### src/rtl/ofifo_drain_arbiter_pkg.sv
// Shared definitions for the output-FIFO drain arbiter.
// Holds the default word-geometry constants and the FSM state encoding
// used by the top module.
package ofifo_drain_arbiter_pkg;

  // Default FIFO word geometry (lanes x bits per lane).
  localparam int SIMD_DEF     = 1;
  localparam int BW_DEF       = 4;
  localparam int FIFO_DATA_BW = SIMD_DEF * BW_DEF;

  // Burst counter width; covers burst lengths 1..16.
  localparam int CNT_BW = 5;

  typedef enum logic {
    ST_IDLE  = 1'b0,
    ST_BURST = 1'b1
  } state_t;

endpackage

### src/rtl/ofifo_drain_arbiter_rr_arbiter.sv
// Rotating-priority picker.
// Returns the first set bit of req found scanning base, base+1, ... (mod n).
// Ports:
//   req  - request vector, one bit per requester
//   base - index with highest priority this cycle
//   any  - at least one request is set
//   idx  - selected requester (equals base when nothing is requested)
module rr_arbiter #(
  parameter int n  = 8,
  parameter int iw = 3
) (
  input  logic [n-1:0]  req,
  input  logic [iw-1:0] base,
  output logic          any,
  output logic [iw-1:0] idx
);

  logic [iw-1:0] cand_s;

  // Scan from the farthest offset down to offset 0 so the nearest hit wins.
  // n is a power of two, so the iw-bit add wraps modulo n on its own.
  always_comb begin
    idx    = base;
    cand_s = base;
    for (int i = n - 1; i >= 0; i--) begin
      cand_s = base + iw'(i);
      if (req[cand_s]) begin
        idx = cand_s;
      end else begin
        idx = idx;
      end
    end
    any = |req;
  end

endmodule

### src/rtl/ofifo_drain_arbiter.sv
// Round-robin drain of num_fifo column output FIFOs into one SRAM write port.
// A non-empty FIFO is granted, up to `burst` words are popped from it, and
// each word is written one cycle after its pop into that FIFO's private
// SRAM region at {fifo index, region pointer}.
// Ports:
//   clk, reset     - core clock, asynchronous active-low reset
//   en             - allows new grants (a running burst always completes)
//   clr_ptr        - clears region pointers and overflow flags (IDLE only)
//   fifo_empty     - per-FIFO empty flags
//   fifo_dout      - concatenated FIFO heads, FIFO i at [i*simd*bw +: simd*bw]
//   fifo_rd        - one-hot (or zero) read strobe, combinational
//   sram_wr/addr/d - registered SRAM write port
//   grant_idx      - current or last granted FIFO
//   busy           - burst in progress or write pending
//   overflow       - sticky per-region full flags
module ofifo_drain_arbiter
  import ofifo_drain_arbiter_pkg::*;
#(
  parameter int num_fifo  = 8,
  parameter int idx_bw    = 3,
  parameter int bw        = BW_DEF,
  parameter int simd      = SIMD_DEF,
  parameter int burst     = 4,
  parameter int region_bw = 8
) (
  input  logic                          clk,
  input  logic                          reset,
  input  logic                          en,
  input  logic                          clr_ptr,
  input  logic [num_fifo-1:0]           fifo_empty,
  input  logic [num_fifo*simd*bw-1:0]   fifo_dout,
  output logic [num_fifo-1:0]           fifo_rd,
  output logic                          sram_wr,
  output logic [idx_bw+region_bw-1:0]   sram_addr,
  output logic [simd*bw-1:0]            sram_d,
  output logic [idx_bw-1:0]             grant_idx,
  output logic                          busy,
  output logic [num_fifo-1:0]           overflow
);

  localparam int DW = simd * bw;
  localparam logic [CNT_BW-1:0] BURST_LEN = CNT_BW'(burst);

  state_t                       state_r, state_nxt_s;
  logic [idx_bw-1:0]            rr_ptr_r, rr_ptr_nxt_s;
  logic [idx_bw-1:0]            grant_r, grant_nxt_s;
  logic [CNT_BW-1:0]            count_r, count_nxt_s;
  logic [region_bw-1:0]         ptr_r     [num_fifo];
  logic [region_bw-1:0]         ptr_nxt_s [num_fifo];
  logic [num_fifo-1:0]          overflow_r, overflow_nxt_s;
  logic                         sram_wr_r, sram_wr_nxt_s;
  logic [idx_bw+region_bw-1:0]  sram_addr_r, sram_addr_nxt_s;
  logic [DW-1:0]                sram_d_r, sram_d_nxt_s;

  logic [num_fifo-1:0]          elig_s;
  logic                         pick_any_s;
  logic [idx_bw-1:0]            pick_idx_s;
  logic                         pop_s;
  logic [region_bw-1:0]         cur_ptr_s;
  logic [DW-1:0]                cur_dout_s;
  logic [num_fifo-1:0]          rd_s;

  assign elig_s     = ~fifo_empty & ~overflow_r;
  assign cur_ptr_s  = ptr_r[grant_r];
  assign cur_dout_s = fifo_dout[grant_r*DW +: DW];
  assign pop_s      = (state_r == ST_BURST) & elig_s[grant_r];

  rr_arbiter #(
    .n  (num_fifo),
    .iw (idx_bw)
  ) u_rr (
    .req  (elig_s),
    .base (rr_ptr_r),
    .any  (pick_any_s),
    .idx  (pick_idx_s)
  );

  // Next-state, pointer-bank and SRAM-port computation.
  always_comb begin
    state_nxt_s     = state_r;
    rr_ptr_nxt_s    = rr_ptr_r;
    grant_nxt_s     = grant_r;
    count_nxt_s     = count_r;
    ptr_nxt_s       = ptr_r;
    overflow_nxt_s  = overflow_r;
    sram_wr_nxt_s   = 1'b0;
    sram_addr_nxt_s = sram_addr_r;
    sram_d_nxt_s    = sram_d_r;
    rd_s            = '0;
    case (state_r)
      ST_IDLE: begin
        if (clr_ptr) begin
          for (int i = 0; i < num_fifo; i++) begin
            ptr_nxt_s[i] = '0;
          end
          overflow_nxt_s = '0;
        end else if (en && pick_any_s) begin
          grant_nxt_s = pick_idx_s;
          count_nxt_s = '0;
          state_nxt_s = ST_BURST;
        end else begin
          state_nxt_s = ST_IDLE;
        end
      end
      ST_BURST: begin
        if (pop_s) begin
          rd_s[grant_r]      = 1'b1;
          sram_d_nxt_s       = cur_dout_s;
          sram_addr_nxt_s    = {grant_r, cur_ptr_s};
          sram_wr_nxt_s      = 1'b1;
          ptr_nxt_s[grant_r] = cur_ptr_s + {{(region_bw-1){1'b0}}, 1'b1};
          count_nxt_s        = count_r + {{(CNT_BW-1){1'b0}}, 1'b1};
          // Writing the last slot of the region makes it full; the pointer
          // wraps but the FIFO is not popped again until cleared.
          if (&cur_ptr_s) begin
            overflow_nxt_s[grant_r] = 1'b1;
          end else begin
            overflow_nxt_s[grant_r] = overflow_r[grant_r];
          end
        end else begin
          sram_wr_nxt_s = 1'b0;
        end
        // overflow_nxt_s covers both an already-full and a just-filled region.
        if ((pop_s && (count_nxt_s == BURST_LEN)) ||
            fifo_empty[grant_r] || overflow_nxt_s[grant_r]) begin
          state_nxt_s  = ST_IDLE;
          rr_ptr_nxt_s = grant_r + {{(idx_bw-1){1'b0}}, 1'b1};
        end else begin
          state_nxt_s = ST_BURST;
        end
      end
      default: begin
        state_nxt_s = ST_IDLE;
      end
    endcase
  end

  // FSM state, pointer bank and registered SRAM port.
  always_ff @(posedge clk or negedge reset) begin
    if (!reset) begin
      state_r     <= ST_IDLE;
      rr_ptr_r    <= '0;
      grant_r     <= '0;
      count_r     <= '0;
      for (int i = 0; i < num_fifo; i++) begin
        ptr_r[i] <= '0;
      end
      overflow_r  <= '0;
      sram_wr_r   <= 1'b0;
      sram_addr_r <= '0;
      sram_d_r    <= '0;
    end else begin
      state_r     <= state_nxt_s;
      rr_ptr_r    <= rr_ptr_nxt_s;
      grant_r     <= grant_nxt_s;
      count_r     <= count_nxt_s;
      ptr_r       <= ptr_nxt_s;
      overflow_r  <= overflow_nxt_s;
      sram_wr_r   <= sram_wr_nxt_s;
      sram_addr_r <= sram_addr_nxt_s;
      sram_d_r    <= sram_d_nxt_s;
    end
  end

  assign fifo_rd   = rd_s;
  assign sram_wr   = sram_wr_r;
  assign sram_addr = sram_addr_r;
  assign sram_d    = sram_d_r;
  assign grant_idx = grant_r;
  assign overflow  = overflow_r;
  assign busy      = (state_r == ST_BURST) | sram_wr_r;

endmodule

### config.mk
export PLATFORM = sky130hd
export DESIGN_NAME = ofifo_drain_arbiter
export DESIGN_NICKNAME = d
export VERILOG_FILES = /design/src/rtl/ofifo_drain_arbiter_pkg.sv /design/src/rtl/ofifo_drain_arbiter_rr_arbiter.sv /design/src/rtl/ofifo_drain_arbiter.sv
export SDC_FILE = /design/constraint.sdc
export NUM_CORES = 1
export LEC_CHECK = 0
export CAP_MARGIN = 25
export CORE_MARGIN = 8
export CORE_UTILIZATION = 45
export DETAILED_ROUTE_END_ITERATION = 8
export DONT_BUFFER_PORTS = 1
export GPL_ROUTABILITY_DRIVEN = 0
export SLEW_MARGIN = 40
export SYNTH_ARGS = -nofsm -noshare
export SYNTH_HDL_FRONTEND = slang
export SYNTH_SLANG_ARGS = --single-unit
### constraint.sdc
create_clock -name clk -period 3.4 [get_ports clk]
set_clock_uncertainty 0.15 [all_clocks]
set_input_delay 0.51 -clock clk [delete_from_list [all_inputs] [get_ports clk]]
set_output_delay 0.51 -clock clk [all_outputs]
set_load 0.005 [all_outputs]
==> results by stage <==
Outcome:
- The run finished with clean final reports.

Global routing:
- The final global-route overflow total is 0.
- Entering global routing, the biggest net connects 101 pins.
- The initial antenna violation count was 0.
- The number of global-route vias before repair is 5,191.
- The overall fraction of global-route tracks in use is 0.215.
- The first global-routing pass estimated 30,200 µm of wire.

Placed design:
- The total of buffers placed on input and output ports is 0.
- The HPWL after detailed placement is 13,800 µm.
- The post-placement cell area is 0.00651 mm².

STA:
- The tightest hold margin is 0.0925 ns.
- The share of the clock period used by the worst path after layout is 0.959.
- The slew at the pin with the worst max-slew slack is 0.854 ns.
- The final hold violation count is 0.
- The final max-slew violation count is 0.
- In this run the tightest slew margin relative to its limit is 0.426.
- Setup violations remaining at the end of the flow were counted as 0.
- The clock period minus final worst setup slack is 3.26 ns.
- Based on the critical path, the design can be clocked at up to 307 MHz.

Floorplanning:
- The starting utilization of the core area is 0.454.
- For this design the top-level I/O count stands at 80.
- The floorplan row count is 43.
- The floorplan step defined a core boundary enclosing 0.0137 mm².
- From bottom edge to top edge, the die measures 133 µm.
- The die is 133 µm wide.
- The floorplan step defined a die boundary enclosing 0.0178 mm².

Yosys:
- The number of nets handed over by synthesis was 699.
- The count of flip-flops with a built-in enable after synthesis is 0.
- The multiplexer fraction of the synthesized cell area is 0.150.
- Counting every instance in the synthesized netlist gives 650.
- The synthesis-stage register bit count is 100.
- The post-synthesis sequential area ratio is 0.404.
- The count of different cell masters after synthesis is 73.
- The adder and majority cell fraction of the synthesized area is 0.0101.
- The area fraction in compound gates after synthesis is 0.195.
- Of the total synthesized cell area, the portion taken by XOR and XNOR cells is 0.0212.
- By area, the combinational part of the netlist is dominated by compound AO/OA/AOI/OAI gates.
- The simple-gate share of the synthesized area is 0.171.
- Of all flip-flops after synthesis, the portion carrying an async set or reset was 1.00.
- The synthesized netlist occupies a cell area of 0.00620 mm².
- The mean instance size in the synthesized netlist is 9.54 µm².
- For this run, the number of Yosys warnings is 0.
- The predominant post-synthesis flop cell is sky130_fd_sc_hd__dfrtp_1.

Power and ir drop:
- The power per standard cell area is 828 mW/mm².
- The leakage component of the power is 2.91 nW.
- The worst-case IR drop observed on VDD is 0.305 mV.

Cells and area:
- In the final design database the tool counted 710 nets.
- The total of fill cells in the finished design is 1,291.
- Summing all flip-flop and latch instances after layout gives 0.00250 mm².
- Of the cells placed in the final design, the portion with a size suffix greater than 1 is 0.182.
- The layout overhead on the synthesized area is 10.7%.
- The final instance area is 0.00686 mm².
- The diode insertion count for antenna repair is 0.
- The area of combinational cells with multiple inputs is 0.00340 mm².

Worst setup path:
- The capturing element type of the critical path is a primary output.
- For the worst setup path, the data arrival time is 2.60 ns.
- The setup check on the worst reg-to-reg path leaves a slack of 0.25 ns.
- The worst setup path is launched from a flop.
- STA puts the critical path data required time at 2.74 ns.
- The worst-path maximum fanout is 13.
- The class of the most critical setup path is reg -> out.

Detailed routing:
- The first TritonRoute pass finished after 5 iterations.
- Dividing the detail-routed via count by the number of cells gives 6.33.
- Across all layers, the routed design uses 5,357 vias.
- The post-detailed-route DRC marker count is 0.
- Once detail routing completed, the nets flagged for antenna violations numbered 0.
- The violation count after the first detailed-route iteration is 489.
- The final layout contains routed wiring with a total length of 18,900 µm.
- The routed wire length per instance is 22.4 µm.

Job:
- The tool flagged a number of max-cap violations equal to 0.

Clocking:
- The maximum level of the CTS H-tree is 3.
- The clock passes through at most 2 buffers.
- Once the clock tree was built, the setup fixing pass inserted 0 buffers.
- The TritonCTS clock tree is done.
- The clock-pin slew on the worst setup and hold paths is 0.07 ns.
- The count of clock tree sinks is 100.
- Buffers inserted during clock tree synthesis total 9.
- At the later pin of the worst-skew pair, clock insertion delay measures 0.35 ns.
- The master cell of the clock root buffer is sky130_fd_sc_hd__clkbuf_16.

Min path:
- The path class of the tightest hold or removal check is in -> reg.
-- cells in the mapped netlist (9+ instances only) --
cell / instances / area (µm²)
sky130_fd_sc_hd__buf_2: 10 / 50.1
sky130_fd_sc_hd__nor2_1: 34 / 128
sky130_fd_sc_hd__clkbuf_1: 25 / 93.8
sky130_fd_sc_hd__a21oi_1: 28 / 140
sky130_fd_sc_hd__dfrtp_1: 100 / 2500
sky130_fd_sc_hd__o21ai_0: 63 / 315
sky130_fd_sc_hd__inv_1: 11 / 41.3
sky130_fd_sc_hd__a22oi_1: 10 / 75.1
sky130_fd_sc_hd__o21ai_1: 12 / 60.1
sky130_fd_sc_hd__mux4_2: 18 / 405
sky130_fd_sc_hd__o22ai_1: 9 / 56.3
sky130_fd_sc_hd__mux2_2: 14 / 158
sky130_fd_sc_hd__nand3_1: 50 / 250
sky130_fd_sc_hd__mux2i_1: 34 / 340
sky130_fd_sc_hd__nand2_1: 70 / 263
-- final timing paths --
| check | from | endpoint | cells after the start |
|---|---|---|---|
| worst max-delay path | grant_idx[1]$_DFFE_PN0P_ | fifo_rd[6] | 8 |
| worst min-delay path | clr_ptr | ptr_r[58]$_DFFE_PN0P_ | 1 |
| worst max register to register | grant_idx[2]$_DFFE_PN0P_ | overflow[4]$_DFFE_PN0N_ | 10 |
| worst min register to register | ptr_r[11]$_DFFE_PN0P_ | ptr_r[11]$_DFFE_PN0P_ | 1 |
| max in group asynchronous | reset | ptr_r[34]$_DFFE_PN0P_ | 2 |
| min in group asynchronous | reset | sram_d[3]$_DFFE_PN0P_ | 2 |
-- power breakdown --
part,internal [mW],switching [mW],total (mW)
combinational,1.22,1.85,3.07
sequential,1.36,0.212,1.57
clock,0.579,0.466,1.04
-- placed cells by master (no fill, tap or decap), drive strengths merged, types with 8 or more instances in the layout --
cell type / n
clkbuf: 10
o21ai: 75
xor2: 8
a21oi: 29
o22ai: 12
buf: 44
dfrtp: 100
mux2: 16
nor3: 8
inv: 18
mux4: 18
or2: 9
nand2: 70
nor2b: 9
nor2: 35
o2bb2ai: 8
a22oi: 10
mux2i: 34
nand3: 52
-- state kept, by name, indices dropped and copies added (netlist names) --
register and count:
ptr_r 64, sram_addr 11, overflow 8, count_r 5, sram_d 4, grant_idx 3, rr_ptr_r 3, sram_wr 1
state_r 1
-- timing repair --
item / in CTS / in global routing
setup endpoints to repair: 0 / 5
resized for setup: 0 / 3
endpoints found under the hold margin: 100 / 0
hold buffers: 2 / 0
-- routing by layer --
layer,track usage,up-vias,part of all wire
met5,0,-,0
met4,0.0692,0,0.020
met3,0.0505,29,0.067
met2,0.342,217,0.48
met1,0.282,2686,0.43
li1,-,2425,-
-- metrics by stage --
stage	setup slack (ns)	TNS (ns)	power (mW)	cells	util
6_report	0.140	0	5.68	846	0.502
5_1_grt	-0.000866	-0.000866	6.03	846	0.502
4_1_cts	0.0723	0	5.65	846	0.501
3_5_place_dp	0.230	0	4.57	828	0.477
3_3_place_gp	0.240	0	4.51	828	0.477
2_1_floorplan	0.307	0	3.75	650	-
-- final cells by class --
type | count | share of cell area
clock buffers | 10 | 0.0334
clock inverters | 6 | 0.0104
inverters | 18 | 0.00985
multi-input cells | 487 | 0.496
flip-flops and latches | 100 | 0.365
well taps | 180 | 0.0328
repair buffers | 45 | 0.0525
-- cell families after synthesis --
kind of cell	count (synthesis)
AND/OR/NAND/NOR	214
AO/OA/AOI/OAI	185
flip-flops	100
multiplexers	68
buffers and inverters	63
XOR/XNOR	15
adder cells (fa/ha/maj)	5
-- critical path: stages (launching register included) --
cell                        delay (ns)
sky130_fd_sc_hd__dfrtp_1          0.65
sky130_fd_sc_hd__buf_4            0.27
sky130_fd_sc_hd__nand4bb_1        0.13
sky130_fd_sc_hd__o211ai_1         0.11
sky130_fd_sc_hd__a21oi_1          0.21
sky130_fd_sc_hd__nand3b_1         0.14
sky130_fd_sc_hd__inv_2            0.23
sky130_fd_sc_hd__nand3_1          0.26
sky130_fd_sc_hd__inv_2            0.24
(Power assumes the default switching activity.)
